$ cat config.mk
export PLATFORM = sky130hd
export DESIGN_NAME = output_port_allocator
export DESIGN_NICKNAME = d
export VERILOG_FILES = /design/src/rtl/output_port_allocator.sv
export SDC_FILE = /design/constraint.sdc
export NUM_CORES = 1
export LEC_CHECK = 0
export CORE_UTILIZATION = 39
export CTS_BUF_LIST = sky130_fd_sc_hd__clkbuf_8
export DETAILED_ROUTE_END_ITERATION = 10
export PLACE_DENSITY = 0.69
export SYNTH_ARGS = -nofsm -noshare
export SYNTH_HDL_FRONTEND = slang
export SYNTH_SLANG_ARGS = --single-unit
$ cat constraint.sdc
create_clock -name clk -period 2.6 [get_ports clk]
set_input_delay 0.52 -clock clk [delete_from_list [all_inputs] [get_ports clk]]
set_output_delay 0.52 -clock clk [all_outputs]
set_load 0.05 [all_outputs]
$ cat src/rtl/output_port_allocator.sv
// Wormhole output-port allocator: round-robin header arbitration, then the port
// stays locked to the winning input until its packet has been transferred.
module output_port_allocator #(
   parameter int N_REQ  = 3,
   parameter int LEN_W  = 12,
   parameter int TYPE_W = 3
) (
   input  logic                      clk,
   input  logic                      rst,
   input  logic [N_REQ-1:0]          req,
   input  logic [N_REQ*TYPE_W-1:0]   flit_type,
   input  logic [N_REQ*LEN_W-1:0]    length,
   input  logic                      dcts,
   output logic [N_REQ-1:0]          grant,
   output logic [N_REQ-1:0]          sel,
   output logic                      busy,
   output logic                      len_err
);

   localparam int IDX_W = (N_REQ > 1) ? $clog2(N_REQ) : 1;
   localparam int N_PAD = 1 << IDX_W;
   localparam logic [TYPE_W-1:0] HEADER = TYPE_W'(1);
   localparam logic [TYPE_W-1:0] TAIL   = TYPE_W'(4);

   typedef enum logic [1:0] {
      IDLE = 2'd0,
      HEAD = 2'd1,
      BODY = 2'd2
   } state_t;

   state_t             state_q, state_d;
   logic [IDX_W-1:0]   ptr_q, ptr_d;
   logic [IDX_W-1:0]   owner_q, owner_d;
   logic [LEN_W-1:0]   cnt_q, cnt_d;
   logic               len_err_q, len_err_d;

   logic [N_REQ-1:0]   cand;
   logic [TYPE_W-1:0]  ftype [N_PAD];
   logic [LEN_W-1:0]   flen  [N_PAD];
   logic [N_REQ-1:0]   own_oh;
   logic [IDX_W-1:0]   winner;
   logic [IDX_W-1:0]   nxt_ptr;
   logic               found;
   logic               go;
   logic               last_cnt;
   logic               is_tail;

   // Arrays padded to a power of two so owner/winner indexing stays in range
   for (genvar i = 0; i < N_PAD; i++) begin : g_unpack
      if (i < N_REQ) begin : g_real
         assign ftype[i] = flit_type[i*TYPE_W +: TYPE_W];
         assign flen[i]  = length[i*LEN_W +: LEN_W];
         assign cand[i]  = req[i] && (flit_type[i*TYPE_W +: TYPE_W] == HEADER);
      end else begin : g_pad
         assign ftype[i] = '0;
         assign flen[i]  = '0;
      end
   end

   always_comb begin
      int idx;
      found  = 1'b0;
      winner = '0;
      for (int k = 0; k < N_REQ; k++) begin
         idx = (int'(ptr_q) + k) % N_REQ;
         if (!found && cand[idx]) begin
            found  = 1'b1;
            winner = IDX_W'(idx);
         end
      end
   end

   assign own_oh  = N_REQ'(1) << owner_q;
   assign nxt_ptr = (owner_q == IDX_W'(N_REQ - 1)) ? '0 : owner_q + IDX_W'(1);
   assign go      = (state_q != IDLE) && |(own_oh & req) && dcts;
   assign last_cnt = (cnt_q == LEN_W'(1));
   assign is_tail  = (ftype[owner_q] == TAIL);

   always_comb begin
      state_d   = state_q;
      ptr_d     = ptr_q;
      owner_d   = owner_q;
      cnt_d     = cnt_q;
      len_err_d = 1'b0;
      unique case (state_q)
         IDLE: begin
            if (found) begin
               owner_d = winner;
               cnt_d   = flen[winner];
               state_d = HEAD;
            end
         end
         HEAD: begin
            if (go) begin
               if (cnt_q == '0) begin
                  state_d = IDLE;
                  ptr_d   = nxt_ptr;
               end else begin
                  state_d = BODY;
               end
            end
         end
         BODY: begin
            if (go) begin
               cnt_d     = cnt_q - LEN_W'(1);
               len_err_d = last_cnt ^ is_tail;
               // Whichever end marker arrives first closes the packet
               if (last_cnt || is_tail) begin
                  state_d = IDLE;
                  ptr_d   = nxt_ptr;
               end
            end
         end
         default: state_d = IDLE;
      endcase
   end

   always_ff @(posedge clk) begin
      if (!rst) begin
         state_q   <= IDLE;
         ptr_q     <= '0;
         owner_q   <= '0;
         cnt_q     <= '0;
         len_err_q <= 1'b0;
      end else begin
         state_q   <= state_d;
         ptr_q     <= ptr_d;
         owner_q   <= owner_d;
         cnt_q     <= cnt_d;
         len_err_q <= len_err_d;
      end
   end

   assign busy    = (state_q != IDLE);
   assign sel     = busy ? own_oh : '0;
   assign grant   = go ? own_oh : '0;
   assign len_err = len_err_q;

endmodule

==> results of run 1 <==
synthesized netlist by cell type (all sizes together), types with 2 or more instances:
cell / instances
dfxtp: 19
and4bb: 2
a221oi: 2
or2: 2
nand2: 22
mux2: 2
a31oi: 5
clkbuf: 3
buf: 7
nor2: 19
a211o: 9
nor3: 8
nand3: 6
or4: 3
or3: 4
or4b: 3
and3: 4
and2: 2
a211oi: 2
mux2i: 16
inv: 11
o21ai: 10
nor2b: 2
ha: 6
a22oi: 2
o31ai: 6
a21oi: 14
nand4bb: 2
nand2b: 2
nor3b: 3
path summary, 6_finish.rpt:
path               to  slack (ps)  startpoint  cells past startpoint
max          cnt_q[9]         110    ptr_q[0]                      9
min reg2reg  cnt_q[4]         510    cnt_q[4]                      2
min          cnt_q[4]         510    cnt_q[4]                      2
max reg2reg  cnt_q[9]         110    ptr_q[0]                      9
final cells by class:
cell class | count | area [µm²]
Fill cell | 394 | 1625
Multi-Input combinational cell | 175 | 1237
Timing Repair Buffer | 71 | 723.2
Sequential cell | 19 | 380.4
Tap cell | 50 | 62.56
Clock buffer | 3 | 41.29
Inverter | 11 | 41.29
Clock inverter | 1 | 3.754
where the power goes:
group,switching [mW],internal (mW),leakage [nW],total [mW]
combinational,0.141,0.169,0.818,0.310
clock,0.0981,0.105,0.0269,0.203
sequential,0.0210,0.306,0.154,0.327
total,0.260,0.580,1.00,0.840
through the flow:
step	power (mW)	setup slack, ps	hold slack (ps)	setup TNS (ps)	instances
finish	0.8402	113.9	506.1	0	330
global route	0.8902	6.081	530.9	0	330
CTS	0.8470	102.5	508.5	0	330
detailed placement	0.6401	-138.3	494.1	-979.4	326
global placement	0.6369	-89.78	494.9	-468.8	326
floorplan	0.5001	-222.1	461.2	-551.4	215
cells in the final DEF (no fill, tap or decap), types with 6 or more instances in the layout:
cell type	netlist	final
a21oi_1	13	13
a211o_1	9	9
nand3_1	6	6
nor2_1	19	19
nor3_1	7	7
clkdlybuf4s50_1	0	54
o31ai_1	6	6
mux2i_1	16	16
o21ai_0	9	9
ha_1	6	6
inv_1	11	12
dfxtp_1	19	19
buf_4	1	12
nand2_1	22	22
critical path: cells and delay by family (launching register included):
family / cells / cell delay (ps)
flops: 1 / 370
compound gates: 3 / 370
buf+inv: 2 / 290
mux: 1 / 290
simple gates: 2 / 640
fa+ha+maj: 1 / 380
state kept, by name, indices dropped and copies added, names as in the netlist:
register,flops
state_q,2
ptr_q,2
cnt_q,12
len_err,1
owner_q,2
cells by family after synthesis:
| kind of cell | after synthesis |
|---|---|
| AND/OR/NAND/NOR | 87 |
| adder cells (fa/ha/maj) | 6 |
| flip-flops | 19 |
| XOR/XNOR | 2 |
| buffers and inverters | 21 |
| AO/OA/AOI/OAI | 62 |
| multiplexers | 18 |
routing by layer:
| layer | track usage, % | part of all wire [%] |
|---|---|---|
| met3 | 4.167 | 3.8 |
| met2 | 36.15 | 46 |
| met5 | 0 | 0 |
| met1 | 29.18 | 48 |
| met4 | 5.469 | 1.9 |
==> results.sh, run 1 <==
export IMPL_postCtsHoldBufs=0
export IMPL_timing_hold_violations_final=0
export IMPL_dr_pass1_iters=4
export IMPL_totalWireLength_mm=4.949
export IMPL_antenna_found_initial=0
export IMPL_grt_max_degree=19
export IMPL_grt_pass1_wl_mm=7.603
export IMPL_yosys_area_share_xor_xnor_pct=1.017
export IMPL_ys_flop_type="dfxtp_1"
export IMPL_cts_max_level=1
export IMPL_startpoint_type="flop"
export IMPL_ys_types=61
export IMPL_synth_top_area_share_pct=22.08
export IMPL_die_height_um=68.47
export IMPL_die_area_um2=4687
export IMPL_worst_pin_slew_ps=560.6
export IMPL_rsz0062_at_grt="false"
export IMPL_fin_crit_sh_pct=95.62
export IMPL_track_usage_pct=21.98
export IMPL_viasPerCell=5.664
export IMPL_yosysWarnings=0
export IMPL_slew_headroom_pct=62.58
export IMPL_synth_seq_cells=19
export IMPL_via_count=1869
export IMPL_max_freq_ghz=0.4022
export IMPL_required_ps=2710
export IMPL_start_util_pct=41.87
export IMPL_synth_compound_area_share_pct=26.00
export IMPL_clock_sinks=19
export IMPL_io_pin_count=59
export IMPL_yosys_area_share_simple_pct=29.48
export IMPL_hp_class="flop to flop"
export IMPL_finalSetupViolations=0
export IMPL_path_class="flop to flop"
export IMPL_outcome="finished, final reports clean"
export IMPL_cts_resized=0
export IMPL_core_area_um2=4115
export IMPL_placed_cell_area_um2=2436
export IMPL_n_antenna_cell=0
export IMPL_finClkSkew_ps=5.832
export IMPL_netlist_instances=215
export IMPL_drtIter0Drc=78
export IMPL_cellLeakagePower_nw=0.9996
export IMPL_cts_tree="yes"
export IMPL_crit_chain="inv_1 -> ha_1 -> and2_1 -> o21ai_1 -> or4b_1 -> buf_4 -> mux2_2 -> a31oi_1 -> a221oi_1"
export IMPL_clkLatencyLatePin_ps=260
export IMPL_area_growth_pct=44.52
export IMPL_maxCapViolCount=0
export IMPL_nets=338
export IMPL_period_needed_ps=2486
export IMPL_async_reset_ff_share_pct=0
export IMPL_cp_arrival_ps=2600
export IMPL_cts_inserted_buffers=3
export IMPL_cp_end_kind="flop"
export IMPL_max_stage_delay_ps=430
export IMPL_avgSynthCellArea_um2=8.013
export IMPL_final_antenna_net_count=0
export IMPL_syn_nets=272
export IMPL_critPathSlowestCell="or4b_1"
export IMPL_hpwl_mm=3.865
export IMPL_synth_fa_ha_area_share_pct=4.357
export IMPL_synthTopCellsByArea="dfxtp_1, mux2i_1, nand2_1, a211o_1, ha_1"
export IMPL_routabilityCongestion=0.8198
export IMPL_route_detailed_drc=0
export IMPL_synth_mux_area_share_pct=10.60
export IMPL_overflow=0
export IMPL_ir_drop_mv=0.2838
export IMPL_synth_area_um2=1723
export IMPL_fp_dieW_um=68.47
export IMPL_root_buffer="clkbuf_8"
export IMPL_grt_pass1_vias=1643
export IMPL_slew_violations=0
export IMPL_design_area_um2=2490
export IMPL_cts_buffer_depth=2
export IMPL_powerDensity_nw_per_um2=337.4
export IMPL_synth_edf_count=0
export IMPL_io_buffers=58
export IMPL_finish_utilization_pct=60.50
export IMPL_cts_clk_slew_worst_paths_ps=70
export IMPL_yosysTopAreaCell="dfxtp_1"
export IMPL_layout_drive_gt1_share_pct=12.50
export IMPL_path_max_fanout=13
export IMPL_rows=23
export IMPL_routedWlPerCell_um=15.00
export IMPL_synth_top_family_by_area="simple AND/OR/NAND/NOR gates"
export IMPL_yosysSeqAreaShare_pct=22.08
export IMPL_postCtsSetupRepairBufs=0
(Power assumes the default switching activity.)
==> run 2: changes to the inputs <==
- CELL_PAD_IN_SITES_DETAIL_PLACEMENT: default -> 1
- CELL_PAD_IN_SITES_GLOBAL_PLACEMENT: default -> 1
- CORE_UTILIZATION: 39 -> 34
- PLACE_DENSITY: 0.69 -> 0.82
==> run 2 against run 1 <==
  * Sequential power about the same
  * Largest cell class unchanged
  * Sequential cell count did not move
  * Final cell count increased by 7.6%
  * Wire length grew 20%
  * Sequential share of layout area fell by 0.46 points
  * Die area rose by 14%
  * First-iteration DRC count grew 6.4%
  * Cell area up 3.1%
  * Highest routed layer unchanged
  * Register-to-register slack about the same
  * Core utilization decreased by 6.9 points
  * Setup slack lost 27 ps
  * Via count increased by 2.5%
==> results.sh, run 2 (same netlist as run 1, synthesis figures left out) <==
export IMPL_outcome="finished, final reports clean"
export IMPL_postCtsHoldBufs=0
export IMPL_cts_inserted_buffers=3
export IMPL_powerDensity_nw_per_um2=338.5
export IMPL_path_class="input pin to flop"
export IMPL_finalSetupViolations=0
export IMPL_rows=25
export IMPL_dr_pass1_iters=4
export IMPL_placed_cell_area_um2=2517
export IMPL_postCtsSetupRepairBufs=0
export IMPL_drtIter0Drc=83
export IMPL_slew_violations=0
export IMPL_final_antenna_net_count=0
export IMPL_mostFrequentLayoutCell="clkdlybuf4s50_1"
export IMPL_timing_hold_violations_final=0
export IMPL_route_detailed_drc=0
export IMPL_io_buffers=58
export IMPL_cts_max_level=1
export IMPL_max_freq_ghz=0.3980
export IMPL_track_usage_pct=23.07
export IMPL_max_stage_delay_ps=470
export IMPL_hp_class="flop to flop"
export IMPL_cts_clk_slew_worst_paths_ps=80
export IMPL_nets=346
export IMPL_hpwl_mm=4.703
export IMPL_finClkSkew_ps=2.413
export IMPL_layout_drive_gt1_share_pct=14.93
export IMPL_crit_chain="clkdlybuf4s50_1 -> and4bb_4 -> o21ai_1 -> or4b_1 -> buf_4 -> mux2_2 -> a31oi_1 -> a221oi_1"
export IMPL_viasPerCell=5.397
export IMPL_clock_sinks=19
export IMPL_fp_dieW_um=73.19
export IMPL_grt_pass1_wl_mm=9.453
export IMPL_startpoint_type="input pin"
export IMPL_reg2reg_from="ptr_q[0]"
export IMPL_cp_end_kind="flop"
export IMPL_path_max_fanout=13
export IMPL_combinationalPowerShare_pct=38.0
export IMPL_critPathSlowestCell="clkdlybuf4s50_1"
export IMPL_fin_crit_sh_pct=96.64
export IMPL_totalWireLength_mm=5.915
export IMPL_ir_drop_mv=0.2550
export IMPL_maxCapViolCount=0
export IMPL_cellLeakagePower_nw=1.035
export IMPL_io_pin_count=59
export IMPL_fillers=568
export IMPL_cts_tree="yes"
export IMPL_ff2ff_setup_slack_ps=120
export IMPL_seq_area_um2=380.4
export IMPL_cp_endpoint="cnt_q[9]"
export IMPL_required_ps=2710
export IMPL_largest_register_ffs=12
export IMPL_multiInputGateArea_um2=1234
export IMPL_rsz0062_at_grt="false"
export IMPL_root_buffer="clkbuf_8"
export IMPL_worst_pin_slew_ps=599.6
export IMPL_area_growth_pct=49.02
export IMPL_path_delay_family="buffers and inverters"
export IMPL_cp_num_cells=8
export IMPL_cp_arrival_ps=2630
export IMPL_netSwitchingPower_mw=0.2799
export IMPL_die_height_um=73.19
export IMPL_routabilityCongestion=0.8241
export IMPL_cts_resized=0
export IMPL_clkLatencyLatePin_ps=260
export IMPL_intPower_mw=0.5891
export IMPL_antenna_found_initial=0
export IMPL_clockPowerShare_pct=24.5
export IMPL_overflow=0
export IMPL_rr_worst_depth=9
export IMPL_die_area_um2=5356
export IMPL_period_needed_ps=2513
export IMPL_n_antenna_cell=0
export IMPL_routedWlPerCell_um=16.66
export IMPL_start_util_pct=36.00
export IMPL_r2r_end="cnt_q[9]"
export IMPL_p_total_mw=0.8691
export IMPL_p_sw_share_pct=32.21
export IMPL_min_path_cells=2
export IMPL_top_register="cnt_q"
export IMPL_critPathLaunch="flit_type[8]"
export IMPL_p_seq_share_pct=37.5
export IMPL_grt_max_degree=18
export IMPL_grt_pass1_vias=1946
export IMPL_core_area_um2=4786
export IMPL_via_count=1916
export IMPL_slew_headroom_pct=59.99
export IMPL_mostFrequentLayoutCells="clkdlybuf4s50_1, nand2_1, buf_4"
export IMPL_cts_buffer_depth=2
export IMPL_path_buf_inv=2
export IMPL_design_area_um2=2567
run 2: changes by cell type in the layout (fill, tap and decap cells not counted), sizes merged:
cell / previous run / this run
buf: 16 / 24
run 2: final cells by class:
class                   instances  area share [%]
multi-input cells             175           48.05
repair buffers                 79           30.51
flip-flops and latches         19           14.81
well taps                      67           3.265
clock buffers                   3           1.608
inverters                      11           1.608
clock inverters                 1          0.1462
run 2: metrics by stage:
step / TNS (ps) / utilization, % / setup slack [ps] / hold slack (ps) / cells
6_report: 0 / 53.65 / 87.35 / 516.8 / 355
5_1_grt: 0 / 53.65 / 19.21 / 541.2 / 355
4_1_cts: 0 / 53.54 / 53.08 / 523.4 / 355
3_5_place_dp: -1259 / 52.60 / -191.4 / 510.4 / 351
3_3_place_gp: -422.2 / 52.60 / -88.09 / 487.6 / 351
2_1_floorplan: -551.4 / - / -222.1 / 461.2 / 215
run 2: worst register-to-register path: stages (launching register included):
cell and delay, ps:
dfxtp_1 370, inv_1 60, ha_2 330, and2_1 190, o21ai_1 130, or4b_1 450, buf_4 230, mux2_2 300
a31oi_1 180, a221oi_1 90
run 2: worst min path at each step:
stage               from   endpoint  slack, ps
6_report       cnt_q[10]  cnt_q[10]        520
2_1_floorplan   cnt_q[4]   cnt_q[4]        460
5_1_grt        cnt_q[10]  cnt_q[10]        540
3_5_place_dp   cnt_q[10]  cnt_q[10]        510
3_3_place_gp    cnt_q[4]   cnt_q[4]        490
4_1_cts        cnt_q[10]  cnt_q[10]        520
run 2: routing by layer:
metal / GRT usage [%] / part of all wire (%) / up-vias
met5: 0 / 0 / -
met4: 3.704 / 0.42 / 0
met3: 3.867 / 3.8 / 4
met2: 39.81 / 49 / 32
met1: 30.47 / 47 / 927
li1: - / - / 953
run 2: power groups by stage:
stage	sequential, mW	clock (mW)	combinational [mW]
global route	0.328	0.228	0.357
finish	0.326	0.213	0.330
CTS	0.325	0.218	0.331
floorplan	0.328	0	0.173
detailed placement	0.332	0	0.328
global placement	0.331	0	0.320
